**src/rtl/mem_bus_ctrl.sv**
```systemverilog
// mem_bus_ctrl: bridge between the sequencer's memory requests and a
// synchronous single-port word SRAM. Stores are posted through a one-entry
// write buffer; loads are issued, captured, extended and returned on the bus
// with a one-cycle mem_data_ready pulse.
module mem_bus_ctrl #(
  parameter int AW         = 17,
  parameter int RD_LATENCY = 1
) (
  input  logic          clk,
  input  logic          reset,
  input  logic [31:0]   addr,
  input  logic [31:0]   bus_in,
  output logic [31:0]   bus_out,
  output logic          bus_oe,
  input  logic          mem_read,
  input  logic          mem_write,
  input  logic [3:0]    mem_size,
  input  logic          mem_addr_ready,
  output logic          mem_data_ready,
  output logic [AW-1:0] sram_addr,
  output logic          sram_cs,
  output logic          sram_we,
  output logic [3:0]    sram_be,
  output logic [31:0]   sram_wdata,
  input  logic [31:0]   sram_rdata,
  output logic          wr_overflow
);

  typedef enum logic [2:0] {
    S_IDLE,
    S_ISSUE,
    S_WAIT,
    S_CAPT,
    S_RESP,
    S_DONE
  } state_t;

  // WAIT spans RD_LATENCY cycles so CAPT always samples settled SRAM data
  localparam logic [2:0] WAIT_LAST = 3'(RD_LATENCY - 1);

  localparam logic [3:0] SIZE_BYTE = 4'b1000;
  localparam logic [3:0] SIZE_HALF = 4'b0010;

  state_t         state;
  state_t         state_next;
  logic [2:0]     wait_cnt;

  logic           buf_full;
  logic [AW-1:0]  buf_addr;
  logic [3:0]     buf_be;
  logic [31:0]    buf_wdata;

  logic [AW-1:0]  rd_addr;
  logic [1:0]     rd_off;
  logic [3:0]     rd_size;

  logic           drain;
  logic           accept;

  logic [4:0]     st_shift;
  logic [3:0]     st_be;
  logic [31:0]    st_wdata;

  logic [4:0]     ld_shift;
  logic [15:0]    ld_half;
  logic [31:0]    ld_ext;

  logic           unused_addr_bits;

  assign unused_addr_bits = ^addr[31:AW+2];

  // a buffered write always wins the SRAM port over a new read
  assign drain  = (state == S_IDLE) && buf_full;
  assign accept = (state == S_IDLE) && !buf_full && mem_addr_ready && mem_read;

  // byte-lane steering of the incoming store, computed at capture time
  always_comb begin
    st_shift = {addr[1:0], 3'b000};
    st_be    = 4'b1111;
    st_wdata = bus_in;
    case (mem_size)
      SIZE_BYTE: begin
        st_be    = 4'b0001 << addr[1:0];
        st_wdata = bus_in << st_shift;
      end
      SIZE_HALF: begin
        st_be    = 4'b0011 << addr[1:0];
        st_wdata = bus_in << st_shift;
      end
      default: begin
        st_be    = 4'b1111;
        st_wdata = bus_in;
      end
    endcase
  end

  // shift the addressed byte/half down to bit 0 and extend per load type
  always_comb begin
    ld_shift = {rd_off, 3'b000};
    ld_half  = 16'(sram_rdata >> ld_shift);
    case (rd_size)
      4'b1000: ld_ext = {{24{ld_half[7]}}, ld_half[7:0]};
      4'b0100: ld_ext = {24'h000000, ld_half[7:0]};
      4'b0010: ld_ext = {{16{ld_half[15]}}, ld_half};
      4'b0001: ld_ext = {16'h0000, ld_half};
      default: ld_ext = sram_rdata;
    endcase
  end

  // one-entry write buffer; a write landing on the drain edge refills it
  always_ff @(posedge clk) begin
    if (reset) begin
      buf_full    <= 1'b0;
      buf_addr    <= '0;
      buf_be      <= '0;
      buf_wdata   <= '0;
      wr_overflow <= 1'b0;
    end else if (mem_write) begin
      if (!buf_full || drain) begin
        buf_full  <= 1'b1;
        buf_addr  <= addr[AW+1:2];
        buf_be    <= st_be;
        buf_wdata <= st_wdata;
      end else begin
        wr_overflow <= 1'b1;
      end
    end else if (drain) begin
      buf_full <= 1'b0;
    end
  end

  // remember the accepted read so the request inputs are free afterwards
  always_ff @(posedge clk) begin
    if (reset) begin
      rd_addr <= '0;
      rd_off  <= '0;
      rd_size <= '0;
    end else if (accept) begin
      rd_addr <= addr[AW+1:2];
      rd_off  <= addr[1:0];
      rd_size <= mem_size;
    end
  end

  // count cycles spent waiting on the SRAM read pipeline
  always_ff @(posedge clk) begin
    if (reset) begin
      wait_cnt <= '0;
    end else if (state == S_WAIT) begin
      wait_cnt <= wait_cnt + 3'd1;
    end else begin
      wait_cnt <= '0;
    end
  end

  // state register
  always_ff @(posedge clk) begin
    if (reset) begin
      state <= S_IDLE;
    end else begin
      state <= state_next;
    end
  end

  // load result register; holds its value outside CAPT
  always_ff @(posedge clk) begin
    if (reset) begin
      bus_out <= '0;
    end else if (state == S_CAPT) begin
      bus_out <= ld_ext;
    end
  end

  // next-state and SRAM/bus strobes
  always_comb begin
    state_next     = state;
    sram_cs        = 1'b0;
    sram_we        = 1'b0;
    sram_be        = 4'b0000;
    sram_addr      = '0;
    sram_wdata     = '0;
    mem_data_ready = 1'b0;
    bus_oe         = 1'b0;
    case (state)
      S_IDLE: begin
        if (buf_full) begin
          sram_cs    = 1'b1;
          sram_we    = 1'b1;
          sram_be    = buf_be;
          sram_addr  = buf_addr;
          sram_wdata = buf_wdata;
        end else if (accept) begin
          state_next = S_ISSUE;
        end
      end
      S_ISSUE: begin
        sram_cs    = 1'b1;
        sram_be    = 4'b1111;
        sram_addr  = rd_addr;
        state_next = S_WAIT;
      end
      S_WAIT: begin
        if (wait_cnt == WAIT_LAST) begin
          state_next = S_CAPT;
        end
      end
      S_CAPT: begin
        state_next = S_RESP;
      end
      S_RESP: begin
        mem_data_ready = 1'b1;
        bus_oe         = 1'b1;
        state_next     = S_DONE;
      end
      S_DONE: begin
        if (!mem_addr_ready) begin
          state_next = S_IDLE;
        end
      end
      default: begin
        state_next = S_IDLE;
      end
    endcase
  end

endmodule

```
**config.mk**
```make
export PLATFORM = sky130hd
export DESIGN_NAME = mem_bus_ctrl
export DESIGN_NICKNAME = d
export VERILOG_FILES = /design/src/rtl/mem_bus_ctrl.sv
export SDC_FILE = /design/constraint.sdc
export NUM_CORES = 1
export LEC_CHECK = 0
export ABC_CLOCK_PERIOD_IN_PS = 2700
export BUFFER_PORTS_ARGS = -buffer_cell sky130_fd_sc_hd__buf_2
export CORE_MARGIN = 8
export CORE_UTILIZATION = 37
export DETAILED_ROUTE_END_ITERATION = 12
export PLACE_DENSITY_LB_ADDON = 0.08
export SETUP_SLACK_MARGIN = 0.5
export SLEW_MARGIN = 20
export SYNTH_ARGS = -nofsm -noshare
export SYNTH_HDL_FRONTEND = slang
export SYNTH_SLANG_ARGS = --single-unit
```
**constraint.sdc**
```tcl
create_clock -name clk -period 2.7 [get_ports clk]
set_clock_uncertainty 0.1 [all_clocks]
set_input_delay 0.135 -clock clk [delete_from_list [all_inputs] [get_ports clk]]
set_output_delay 0.135 -clock clk [all_outputs]
set_load 0.02 [all_outputs]
```
==> tab_implementation.tex, run 1 <==
\begin{tabular}{lr}
\hline
Metric & Value \\
\hline
\multicolumn{2}{l}{\textbf{Cells and area}} \\
\quad Leading cell types in the layout, fill and taps excluded & buf\_2, nand2\_1, dfxtp\_1 \\
\quad Count of fill cells added during filler insertion & $\sim$1400 \\
\quad Fraction of final layout cells with drive strength greater than 1 & 26.6\% \\
\quad Antenna diode count & 0 \\
\quad Most common library cell in the layout ignoring fill and taps & buf\_2 \\
\quad Count of nets after finishing & 1099 \\
\quad Fin util & a little over half \\
\quad Final std cell area, no fill & 8310 um\^{}2 \\
\quad Area growth, synth to finish & 44.5\% \\
\multicolumn{2}{l}{\textbf{Global routing}} \\
\quad Antenna violations before repair & 0 \\
\quad First-pass GRT wire length & 32.3 mm \\
\quad Final global-route overflow total & 0 \\
\quad Global-route total usage across every layer & about a fifth \\
\quad Largest net degree at the start of global routing & 70 \\
\quad Number of global-route vias before repair & about 6200 \\
\multicolumn{2}{l}{\textbf{Timing}} \\
\quad Setup repair after global routing missed its margin & yes \\
\quad Minimum period implied by the final worst setup slack & 2.12 ns \\
\quad Setup TNS & 0 ns \\
\quad Final-report max-slew violation count & 0 \\
\quad Final worst hold slack & -0.00436 ns \\
\quad Actual transition at the worst max-transition pin & 0.767 ns \\
\quad Setup violations, final & 0 \\
\quad Final cycle utilization of the critical path & 78.4\% \\
\quad Final hold violation count & 1 \\
\quad Worst slew margin & roughly half \\
\quad Achievable clock frequency & 472 MHz \\
\multicolumn{2}{l}{\textbf{Synth}} \\
\quad Average size of a mapped cell & 7.66 um\^{}2 \\
\quad Syn Std Cell Area & 5750 um\^{}2 \\
\quad Number of distinct standard cells referenced by the synthesized netlist & 47 \\
\quad Seq cells post-synth & 116 \\
\quad Number of enable-type register cells in the synthesized netlist & 0 \\
\quad Most instantiated flip-flop cell in the synthesis netlist & dfxtp\_1 \\
\quad Net Count, Synth & 858 \\
\quad Sequential element share of the synthesized area & 40.4\% \\
\quad Async set-reset flop share out of synthesis & 0\% \\
\quad Count of warnings emitted by yosys & 0 \\
\quad Number of cells produced by synthesis & between 700 and 800 \\
\multicolumn{2}{l}{\textbf{Setup path}} \\
\quad Worst Reg-to-Reg Cells & 4 \\
\quad Delay-heaviest family, CP & compound AO/OA/AOI/OAI gates \\
\quad Crit path arrival time & 2.28 ns \\
\quad Cell-by-cell listing of the critical path & dlygate4sd3\_1, buf\_2, mux4\_2, a211oi\_4, a21boi\_4, a211oi\_2 \\
\quad Type of the worst setup path & in2reg \\
\quad Standard cell with the maximum stage delay on the critical path & a21boi\_4 \\
\quad Reg-to-reg slack, setup & $\sim$0.62 ns \\
\quad Number of gates on the worst path with buffers counted & 6 \\
\quad Buf+Inv Stages, Crit Path & 2 \\
\quad CP Max Fanout & 16 \\
\quad Type of destination of the critical path & flop \\
\quad Biggest cell delay along the critical path & 0.55 ns \\
\quad Element type at the critical path start & input pin \\
\quad Required time worst endpoint & between 2 and 3 ns \\
\quad Destination of the worst register-to-register timing path & bus\_out[22] \\
\quad Worst R2R Start & rd\_off[1] \\
\multicolumn{2}{l}{\textbf{CTS}} \\
\quad Root Buffer & clkbuf\_16 \\
\quad CTS tree & built \\
\quad Clock insertion delay at the later pin of the skew report & 0.41 ns \\
\quad TritonCTS Buffers & 17 \\
\quad Maximum clock path buffer count & 2 \\
\quad Number of sinks on the clock net & 116 \\
\quad Clock transition time at the flip-flop clock pins of the worst setup and hold paths & 0.05 ns \\
\quad H-tree depth & 4 \\
\multicolumn{2}{l}{\textbf{Routing}} \\
\quad Vias per std cell & 5.23 \\
\quad Post-DRT Antenna Nets & 0 \\
\quad Average wire per standard cell & 17.1 um \\
\quad Total via count after detailed routing & 6236 \\
\quad Remaining DRCs & 0 \\
\quad Final routed wirelength across all metal layers & 20.4 mm \\
\quad Iter 0 DRT Violations & 410 \\
\quad Detailed Routing Iterations Pass 1 & 5 \\
\multicolumn{2}{l}{\textbf{Die}} \\
\quad Height of the chip & 141 um \\
\quad Io pins & 195 \\
\quad Core Region & between 15000 and 20000 um\^{}2 \\
\quad Starting utilization of the core area & 37.8\% \\
\quad Horizontal die dimension & 141 um \\
\quad Total number of placement rows & 45 \\
\quad Die Footprint & 19800 um\^{}2 \\
\multicolumn{2}{l}{\textbf{Outcome}} \\
\quad Outcome & finished with violations \\
\quad Violated checks & hold timing \\
\multicolumn{2}{l}{\textbf{Power}} \\
\quad Switching part of the total power & 33.5\% \\
\quad Sequential share of power & 32.3\% \\
\quad Pwr dens & 768 nW/um\^{}2 \\
\quad Share of total power in combinational logic & 30.4\% \\
\quad IR Drop Worst-Case VDD & 0.481 mV \\
\quad Clock share of power & 37.4\% \\
\quad Standby leakage power & 0.00370 uW \\
\quad Cell-internal power & 4240 uW \\
\quad Switching power summed over all nets & 2140 uW \\
\multicolumn{2}{l}{\textbf{Hold path}} \\
\quad Worst min-delay path endpoint & bus\_out[2] \\
\quad Worst Hold Depth & 3 \\
\quad Min-delay worst type & in2reg \\
\quad Worst min-delay path startpoint & sram\_rdata[2] \\
\multicolumn{2}{l}{\textbf{Placement}} \\
\quad I/O Buffers & 181 \\
\quad Instance area at placement & between 6000 and 7000 um\^{}2 \\
\quad Hpwl dp & 13.9 mm \\
\quad Gpl congestion & 0.864 \\
\multicolumn{2}{l}{\textbf{Run}} \\
\quad Max cap viols & 0 \\
\hline
\end{tabular}
-- stage by stage --
step	total power [uW]	std cells	hold slack [ns]	setup slack, ns
after floorplan	3260	751	0.156	0.647
after global placement	3830	1079	0.288	0.275
after detailed placement	3860	1079	0.294	0.197
after CTS	6350	1188	0.00302	0.502
after global routing	6720	1193	0.0182	0.473
final	6390	1193	-0.00436	0.583
-- timing repair --
action                                  in CTS  in global routing
resized for setup                            2                 13
endpoints found under the hold margin       95                  0
gates cloned                                 0                  1
endpoints found under the setup margin      38                 84
hold buffers                                77                  0
buffers inserted                             0                  4
pin swaps                                    0                  1
-- registers in the layout, indices dropped and copies added (netlist names) --
name,flops
buf_wdata,32
buf_full,1
rd_addr,17
rd_size,4
state,3
wait_cnt,3
bus_out,32
buf_be,4
buf_addr,17
wr_overflow,1
rd_off,2
-- cells by family (layout without fill, tap and decap cells) --
kind of cell / count (synthesis) / after routing / synth area share (%)
AO/OA/AOI/OAI: 216 / 216 / 25.2
XOR/XNOR: 4 / 4 / 0.609
adder cells (fa/ha/maj): 2 / 2 / 0.435
buffers and inverters: 80 / 334 / 5.68
flip-flops: 116 / 116 / 40.4
multiplexers: 17 / 17 / 3.18
AND/OR/NAND/NOR: 316 / 316 / 24.5
-- power groups by stage --
stage	sequential, uW	combinational (uW)	clock, uW
2_1_floorplan	2100	1160	0
3_3_place_gp	2080	1760	0
3_5_place_dp	2090	1770	0
4_1_cts	2050	1870	2430
5_1_grt	2090	2130	2500
6_report	2060	1940	2390
-- worst max-delay path by stage --
stage,start,end,slack [ns]
after CTS,state[0],sram_addr[9],0.50
after detailed placement,rd_size[0],bus_out[22],0.20
after floorplan,state[2],sram_addr[0],0.65
after global routing,mem_size[2],buf_wdata[16],0.47
final,sram_rdata[31],bus_out[22],0.58
after global placement,rd_size[0],bus_out[16],0.28
-- worst min-delay path, cell delays in order --
cell,delay (ns)
buf_2,0.09
o221ai_1,0.11
a21oi_1,0.13
-- routing by layer --
layer / up-vias / track usage (%) / wire [um]
li1: 3110 / - / -
met1: 2919 / 24.0 / 8960
met2: 189 / 34.9 / 9900
met3: 18 / 5.37 / 1230
met4: 0 / 6.56 / 277
met5: - / 0 / 0
-- Yosys cell counts (8+ instances only) --
| cell | count | area, um^2 |
|---|---|---|
| mux2i_1 | 16 | 160 |
| clkbuf_1 | 47 | 176 |
| nand2b_1 | 18 | 113 |
| o21ai_0 | 37 | 185 |
| a21oi_1 | 75 | 375 |
| a22o_1 | 17 | 149 |
| a22oi_1 | 16 | 120 |
| nor2_1 | 104 | 390 |
| dfxtp_1 | 116 | 2320 |
| nor4_1 | 8 | 50.1 |
| a2111oi_0 | 8 | 70.1 |
| a31oi_1 | 9 | 56.3 |
| nor3_1 | 11 | 55.1 |
| buf_2 | 12 | 60.1 |
| a211oi_1 | 23 | 173 |
| and3_1 | 32 | 200 |
| inv_1 | 14 | 52.6 |
| nand2_1 | 128 | 480 |
| a211oi_2 | 10 | 125 |
-- area by class of cell --
type	count	area [um^2]	share of cell area, %
multi-input combinational	555	3140	37.7
sequential	116	2320	28.0
timing repair buffer	287	1930	23.2
clock buffer	24	512	6.16
tap	188	235	2.83
clock inverter	8	120	1.45
inverter	15	56.3	0.677
Note: power is estimated with default switching activity, not from simulation.
==> inputs of run 2 (changes only) <==
--- a/config.mk
+++ b/config.mk
@@ -5,7 +5,7 @@
 export SDC_FILE = /design/constraint.sdc
 export NUM_CORES = 1
 export LEC_CHECK = 0
-export ABC_CLOCK_PERIOD_IN_PS = 2700
+export ABC_CLOCK_PERIOD_IN_PS = 1900
 export BUFFER_PORTS_ARGS = -buffer_cell sky130_fd_sc_hd__buf_2
 export CORE_MARGIN = 8
 export CORE_UTILIZATION = 37
==> constraint.sdc (replaced) <==
create_clock -name clk -period 1.9 [get_ports clk]
set_clock_uncertainty 0.1 [all_clocks]
set_input_delay 0.095 -clock clk [delete_from_list [all_inputs] [get_ports clk]]
set_output_delay 0.095 -clock clk [all_outputs]
set_load 0.02 [all_outputs]
==> run 2 against run 1 <==
  * The flow finishes with violations (setup timing)
  * Cell count increased by 7.5%
  * Highest routed layer unchanged
  * Via count increased by 12%
  * First-iteration DRC count increased by 14%
==> tab_implementation.tex, run 2 (synthesis results as in run 1) <==
\begin{tabular}{lr}
\hline
Metric & Value \\
\hline
\multicolumn{2}{l}{\textbf{Die}} \\
\quad Die Footprint & 19800 um\^{}2 (unchanged) \\
\quad Height of the chip & 141 um (unchanged) \\
\quad Io pins & 195 (unchanged) \\
\quad Horizontal die dimension & 141 um (unchanged) \\
\quad Starting utilization of the core area & 37.8\% (unchanged) \\
\quad Core Region & 15200 um\^{}2 (unchanged) \\
\quad Total number of placement rows & 45 (unchanged) \\
\multicolumn{2}{l}{\textbf{Setup path}} \\
\quad Crit path arrival time & 1.76 ns (-0.52 ns) \\
\quad Required time worst endpoint & 1.70 ns (-1.17 ns) \\
\quad CP Max Fanout & 6 (-10) \\
\quad Element type at the critical path start & flop \\
\quad Type of the worst setup path & reg2out \\
\quad Type of destination of the critical path & output pin \\
\multicolumn{2}{l}{\textbf{Timing}} \\
\quad Actual transition at the worst max-transition pin & 0.897 ns (+0.130 ns) \\
\quad Final-report max-slew violation count & 0 (unchanged) \\
\quad Setup violations, final & 49 (+49) \\
\quad Worst slew margin & 40.2\% (-8.7 points) \\
\quad Final cycle utilization of the critical path & 103\% \\
\quad Setup TNS & -1.69 ns (-1.69 ns) \\
\quad Final WS setup & -0.0575 ns (-0.641 ns) \\
\quad Minimum period implied by the final worst setup slack & 1.96 ns \\
\quad Final hold violation count & 0 (-1) \\
\quad Achievable clock frequency & 511 MHz \\
\quad Setup repair after global routing missed its margin & yes \\
\multicolumn{2}{l}{\textbf{Cells and area}} \\
\quad Area growth, synth to finish & 91.1\% \\
\quad Most common library cell in the layout ignoring fill and taps & buf\_2 \\
\quad Largest regs & buf\_wdata x32, bus\_out x32 \\
\quad Area used by sequential logic in the layout & 2340 um\^{}2 (+0.70\%) \\
\quad Area of the multi-input gates & 4350 um\^{}2 (+39\%) \\
\quad Final std cell area, no fill & 11000 um\^{}2 (+32\%) \\
\quad Count of fill cells added during filler insertion & 1118 (-22\%) \\
\quad Leading cell types in the layout, fill and taps excluded & buf\_2, dfxtp\_1, nand2\_1 \\
\quad Fraction of final layout cells with drive strength greater than 1 & 49.2\% (+23 points) \\
\quad Fin util & 72.3\% (+18 points) \\
\quad Count of nets after finishing & 1188 (+8.1\%) \\
\multicolumn{2}{l}{\textbf{Global routing}} \\
\quad Final global-route overflow total & 0 (unchanged) \\
\quad Number of global-route vias before repair & 7161 (+15\%) \\
\quad Antenna violations before repair & 1 (+1) \\
\quad Largest net degree at the start of global routing & 58 (-17\%) \\
\quad Global-route total usage across every layer & 24.7\% (+4.4 points) \\
\quad First-pass GRT wire length & 38.8 mm (+20\%) \\
\multicolumn{2}{l}{\textbf{Outcome}} \\
\quad Outcome & finished with violations \\
\quad Violated checks & setup timing \\
\multicolumn{2}{l}{\textbf{Power}} \\
\quad Standby leakage power & 0.00468 uW (+27\%) \\
\quad IR Drop Worst-Case VDD & 0.729 mV (+51\%) \\
\quad Pwr dens & 1040 nW/um\^{}2 (+35\%) \\
\multicolumn{2}{l}{\textbf{Routing}} \\
\quad Iter 0 DRT Violations & 467 (+14\%) \\
\quad Total via count after detailed routing & 7007 (+12\%) \\
\quad Remaining DRCs & 0 (unchanged) \\
\quad Post-DRT Antenna Nets & 0 (unchanged) \\
\quad Average wire per standard cell & 19.6 um (+15\%) \\
\quad Final routed wirelength across all metal layers & 25.2 mm (+24\%) \\
\quad Detailed Routing Iterations Pass 1 & 5 (unchanged) \\
\quad Vias per std cell & 5.46 (+4.5\%) \\
\multicolumn{2}{l}{\textbf{CTS}} \\
\quad Number of sinks on the clock net & 116 (unchanged) \\
\quad CTS tree & built \\
\quad Maximum clock path buffer count & 2 (unchanged) \\
\quad Clock transition time at the flip-flop clock pins of the worst setup and hold paths & 0.05 ns (about the same) \\
\quad H-tree depth & 4 (unchanged) \\
\quad TritonCTS Buffers & 17 (unchanged) \\
\quad Clock insertion delay at the later pin of the skew report & 0.43 ns (+0.02 ns) \\
\quad Root Buffer & clkbuf\_16 \\
\multicolumn{2}{l}{\textbf{Placement}} \\
\quad Gpl congestion & 0.899 (+4.1\%) \\
\quad Worst Setup Slack post-DPL & -0.360 ns (-0.557 ns) \\
\quad Hpwl dp & 14.4 mm (+3.8\%) \\
\quad I/O Buffers & 181 (unchanged) \\
\quad Instance area at placement & 7300 um\^{}2 (+7.2\%) \\
\multicolumn{2}{l}{\textbf{Hold path}} \\
\quad Min-delay worst type & in2reg \\
\multicolumn{2}{l}{\textbf{Run}} \\
\quad Max cap viols & 0 (unchanged) \\
\hline
\end{tabular}
[run 2: cell types whose count changed in the layout (fill, tap and decap cells not counted), moves of 19 or more]
cell / delta
buf_6: +35
and3_1: -30
and3_2: +30
buf_2: -27
buf_4: +27
a21oi_1: -25
a21oi_2: +23
nand2_1: -23
buf_12: +22
nor2_1: -19
[run 2: worst max-delay path: stages (launching register included)]
cell	delay (ns)
dfxtp_2	0.32
buf_6	0.12
nor3_4	0.18
and2_4	0.24
buf_12	0.13
buf_16	0.13
a21o_4	0.12
buf_6	0.11
[run 2: through the flow]
step,power [uW],std cells,hold slack [ns]
floorplan,5040,751,0.116
global route,11900,1283,0.0398
global placement,5870,1090,0.246
CTS,11000,1269,0.00708
detailed placement,5930,1090,0.251
finish,11400,1283,0.00373
[run 2: power by group]
group          leakage (uW)  switching [uW]  internal [uW]
clock              0.000286            1250           2070
combinational       0.00344            2640           2520
sequential         0.000954             209           2730
total               0.00468            4100           7330
[run 2: final cells by class]
class / instances / share of cell area, %
Inverter: 15 / 0.512
Clock buffer: 17 / 3.87
Antenna cell: 1 / 0.0228
Timing Repair Buffer: 374 / 30.9
Multi-Input combinational cell: 557 / 39.6
Tap cell: 188 / 2.14
Clock inverter: 15 / 1.66
Sequential cell: 116 / 21.3
[run 2: path summary, 6_finish.rpt]
kind	start	slack [ns]	depth (start not counted)	to
worst max register to register	rd_off[1]	0.01	5	bus_out[27]
worst max-delay path	state[1]	-0.06	7	sram_be[0]
worst min-delay path	sram_rdata[10]	0.004	3	bus_out[10]
worst min register to register	wait_cnt[0]	0.35	1	wait_cnt[0]
[run 2: metal layers]
layer / track usage [%] / wire length [um] / up-vias
met1: 29.5 / 10500 / 3356
met5: 0 / 0 / -
met2: 40.7 / 12300 / 283
met3: 6.52 / 1770 / 55
li1: - / - / 3313
met4: 11.3 / 576 / 0
[run 2: what timing repair did]
action / 4_1_cts / 5_1_grt
resized for setup: 236 / 78
cloned: 16 / 2
endpoints found under the hold margin: 106 / 1
setup buffers: 45 / 10
hold buffers: 86 / 1
setup endpoints to repair: 167 / 168
pin swaps: 44 / 39
==> inputs of run 3 (changes only) <==
--- a/config.mk
+++ b/config.mk
@@ -12,6 +12,7 @@
 export DETAILED_ROUTE_END_ITERATION = 12
 export PLACE_DENSITY_LB_ADDON = 0.08
 export SETUP_SLACK_MARGIN = 0.5
+export SKIP_LAST_GASP = 1
 export SLEW_MARGIN = 20
 export SYNTH_ARGS = -nofsm -noshare
 export SYNTH_HDL_FRONTEND = slang
==> run 3 against run 2 <==
  * Worst setup slack barely moved
  * Die area stayed put
  * Sequential share of layout area grew 0.55 points
  * Global-route usage is 0.38 points lower
  * Largest power group unchanged
  * The run still ends with setup timing left
  * Critical path depth down 1
  * Non-clock buffer count decreased by 7
  * Flip-flop and latch count is the same
  * Routed wire length is 2.7% lower
  * Cell count shrank 0.55%
==> tab_implementation.tex, run 3 (synthesis results as in run 1) <==
\begin{tabular}{lr}
\hline
Metric & Value \\
\hline
\multicolumn{2}{l}{\textbf{Outcome}} \\
\quad Outcome & finished with violations \\
\quad Violated checks & setup timing \\
\multicolumn{2}{l}{\textbf{Cells and area}} \\
\quad Fin util & 70.5\% (-1.8 points) \\
\quad Fraction of final layout cells with drive strength greater than 1 & 46.7\% (-2.4 points) \\
\quad Most common library cell in the layout ignoring fill and taps & buf\_2 \\
\quad Largest regs & buf\_wdata x32, bus\_out x32 \\
\quad Leading cell types in the layout, fill and taps excluded & buf\_2, nand2\_1, dfxtp\_1 \\
\quad Count of nets after finishing & 1181 (-0.59\%) \\
\quad Area growth, synth to finish & 86.3\% \\
\quad Final std cell area, no fill & 10700 um\^{}2 (-2.5\%) \\
\multicolumn{2}{l}{\textbf{Die}} \\
\quad Core Region & 15200 um\^{}2 (unchanged) \\
\quad Horizontal die dimension & 141 um (unchanged) \\
\quad Starting utilization of the core area & 37.8\% (unchanged) \\
\quad Io pins & 195 (unchanged) \\
\quad Die Footprint & 19800 um\^{}2 (unchanged) \\
\quad Total number of placement rows & 45 (unchanged) \\
\quad Height of the chip & 141 um (unchanged) \\
\multicolumn{2}{l}{\textbf{Timing}} \\
\quad Setup repair after global routing missed its margin & yes \\
\quad Final hold violation count & 0 (unchanged) \\
\quad Minimum period implied by the final worst setup slack & 1.96 ns (+0.000151 ns) \\
\quad Final WS setup & -0.0577 ns (-0.000151 ns) \\
\quad Setup TNS & -1.61 ns (+0.0787 ns) \\
\quad Actual transition at the worst max-transition pin & 0.874 ns (-0.0224 ns) \\
\quad Setup violations, final & 48 (-2.0\%) \\
\quad Worst slew margin & 41.7\% (+1.5 points) \\
\quad Final cycle utilization of the critical path & 103\% (about the same) \\
\quad Final-report max-slew violation count & 0 (unchanged) \\
\quad Achievable clock frequency & 511 MHz (about the same) \\
\multicolumn{2}{l}{\textbf{Setup path}} \\
\quad Reg-to-reg slack, setup & 0.04 ns (+0.03 ns) \\
\quad Worst R2R Start & rd\_off[1] \\
\quad Required time worst endpoint & 1.70 ns (about the same) \\
\quad Cell-by-cell listing of the critical path & buf\_6, nor3\_4, buf\_4, buf\_12, and3\_2, buf\_2 \\
\quad Number of gates on the worst path with buffers counted & 6 (-1) \\
\quad Destination of the worst register-to-register timing path & bus\_out[27] \\
\quad Crit path arrival time & 1.76 ns (about the same) \\
\quad Worst Reg-to-Reg Cells & 5 (unchanged) \\
\quad Type of the worst setup path & reg2out \\
\quad Element type at the critical path start & flop \\
\quad Biggest cell delay along the critical path & 0.32 ns (about the same) \\
\quad Buf+Inv Stages, Crit Path & 4 (unchanged) \\
\quad Standard cell with the maximum stage delay on the critical path & dfxtp\_2 \\
\quad Delay-heaviest family, CP & buffers and inverters \\
\quad CP Max Fanout & 16 (+10) \\
\quad Type of destination of the critical path & output pin \\
\multicolumn{2}{l}{\textbf{CTS}} \\
\quad Number of sinks on the clock net & 116 (unchanged) \\
\quad CTS tree & built \\
\quad Clock transition time at the flip-flop clock pins of the worst setup and hold paths & 0.06 ns (about the same) \\
\quad Root Buffer & clkbuf\_16 \\
\quad TritonCTS Buffers & 17 (unchanged) \\
\quad Maximum clock path buffer count & 2 (unchanged) \\
\quad H-tree depth & 4 (unchanged) \\
\quad Clock insertion delay at the later pin of the skew report & 0.43 ns (about the same) \\
\multicolumn{2}{l}{\textbf{Global routing}} \\
\quad Antenna violations before repair & 1 (unchanged) \\
\quad Number of global-route vias before repair & 7004 (-2.2\%) \\
\quad Largest net degree at the start of global routing & 58 (unchanged) \\
\quad Global-route total usage across every layer & 24.3\% (-0.38 points) \\
\quad First-pass GRT wire length & 38.1 mm (-1.6\%) \\
\quad Final global-route overflow total & 0 (unchanged) \\
\multicolumn{2}{l}{\textbf{Power}} \\
\quad Standby leakage power & 0.00459 uW (-2.1\%) \\
\quad Pwr dens & 1040 nW/um\^{}2 (+0.36\%) \\
\quad Overall power after layout & 11200 uW (-2.2\%) \\
\quad IR Drop Worst-Case VDD & 0.703 mV (-3.5\%) \\
\multicolumn{2}{l}{\textbf{Routing}} \\
\quad Post-DRT Antenna Nets & 0 (unchanged) \\
\quad Iter 0 DRT Violations & 402 (-14\%) \\
\quad Final routed wirelength across all metal layers & 24.5 mm (-2.7\%) \\
\quad Remaining DRCs & 0 (unchanged) \\
\quad Vias per std cell & 5.45 (-0.30\%) \\
\quad Average wire per standard cell & 19.2 um (-2.2\%) \\
\quad Detailed Routing Iterations Pass 1 & 7 (+2) \\
\quad Total via count after detailed routing & 6948 (-0.84\%) \\
\multicolumn{2}{l}{\textbf{Placement}} \\
\quad Hpwl dp & 14.4 mm (unchanged) \\
\quad Instance area at placement & 7300 um\^{}2 (unchanged) \\
\quad I/O Buffers & 181 (unchanged) \\
\quad Gpl congestion & 0.899 (unchanged) \\
\multicolumn{2}{l}{\textbf{Hold path}} \\
\quad Min-delay worst type & in2reg \\
\quad Worst Hold Depth & 3 (unchanged) \\
\quad Worst min-delay path startpoint & mem\_size[3] \\
\quad Worst min-delay path endpoint & buf\_be[2] \\
\multicolumn{2}{l}{\textbf{Run}} \\
\quad Max cap viols & 0 (unchanged) \\
\hline
\end{tabular}
## run 3: cell count changes in the layout (fill, tap and decap cells not counted), moves of 5 or more
cell,before,now
a211oi_1,9,19
a211oi_2,24,14
buf_2,153,161
buf_6,38,31
buf_4,52,47
nand2_4,17,12
## run 3: area by class of cell
type	count	area [um^2]
fill	1140	4490
multi-input combinational	557	4190
inverter	15	56.3
tap	188	235
timing repair buffer	367	3280
sequential	116	2340
clock inverter	15	183
antenna	1	2.50
clock buffer	17	425
## run 3: per-stage QoR
stage,hold slack [ns],instances,setup WS [ns]
after CTS,0.00221,1270,-0.0733
after global placement,0.246,1090,-0.204
after detailed placement,0.251,1090,-0.360
final,0.00375,1276,-0.0577
after floorplan,0.116,751,-0.0875
after global routing,0.0185,1276,-0.116
## run 3: worst register-to-register path: stages, from the launching register on
cell	delay (ns)
dfxtp_2	0.33
mux4_2	0.55
a211oi_4	0.25
a21boi_4	0.23
buf_12	0.17
a211oi_2	0.08
## run 3: worst max-delay path by stage
stage | start | to | slack [ns]
after floorplan | rd_off[1] | bus_out[22] | -0.09
after global placement | rd_size[0] | bus_out[10] | -0.20
after detailed placement | rd_size[0] | bus_out[8] | -0.36
after CTS | state[1] | sram_wdata[16] | -0.07
after global routing | state[1] | sram_addr[14] | -0.12
final | state[1] | sram_wdata[16] | -0.06
## run 3: power by group
part	total (uW)	internal, uW	switching, uW	leakage [uW]
sequential	2930	2730	201	0.000954
clock	3300	2070	1240	0.000286
combinational	4940	2400	2540	0.00335
total	11200	7200	3980	0.00459
## run 3: timing repair
action / in CTS / in global routing
setup endpoints to repair: 167 / 168
cloned: 16 / 2
hold buffers: 87 / 0
buffers inserted: 45 / 3
resized for setup: 166 / 93
pin swaps: 37 / 45
endpoints found under the hold margin: 105 / 0
## run 3: layer usage
| metal | wire (um) | up-vias | GRT usage [%] |
|---|---|---|---|
| met5 | 0 | - | 0 |
| met4 | 757 | 0 | 11.8 |
| met3 | 1810 | 65 | 6.58 |
| met2 | 11800 | 285 | 39.1 |
| met1 | 10100 | 3300 | 29.4 |
| li1 | - | 3298 | - |
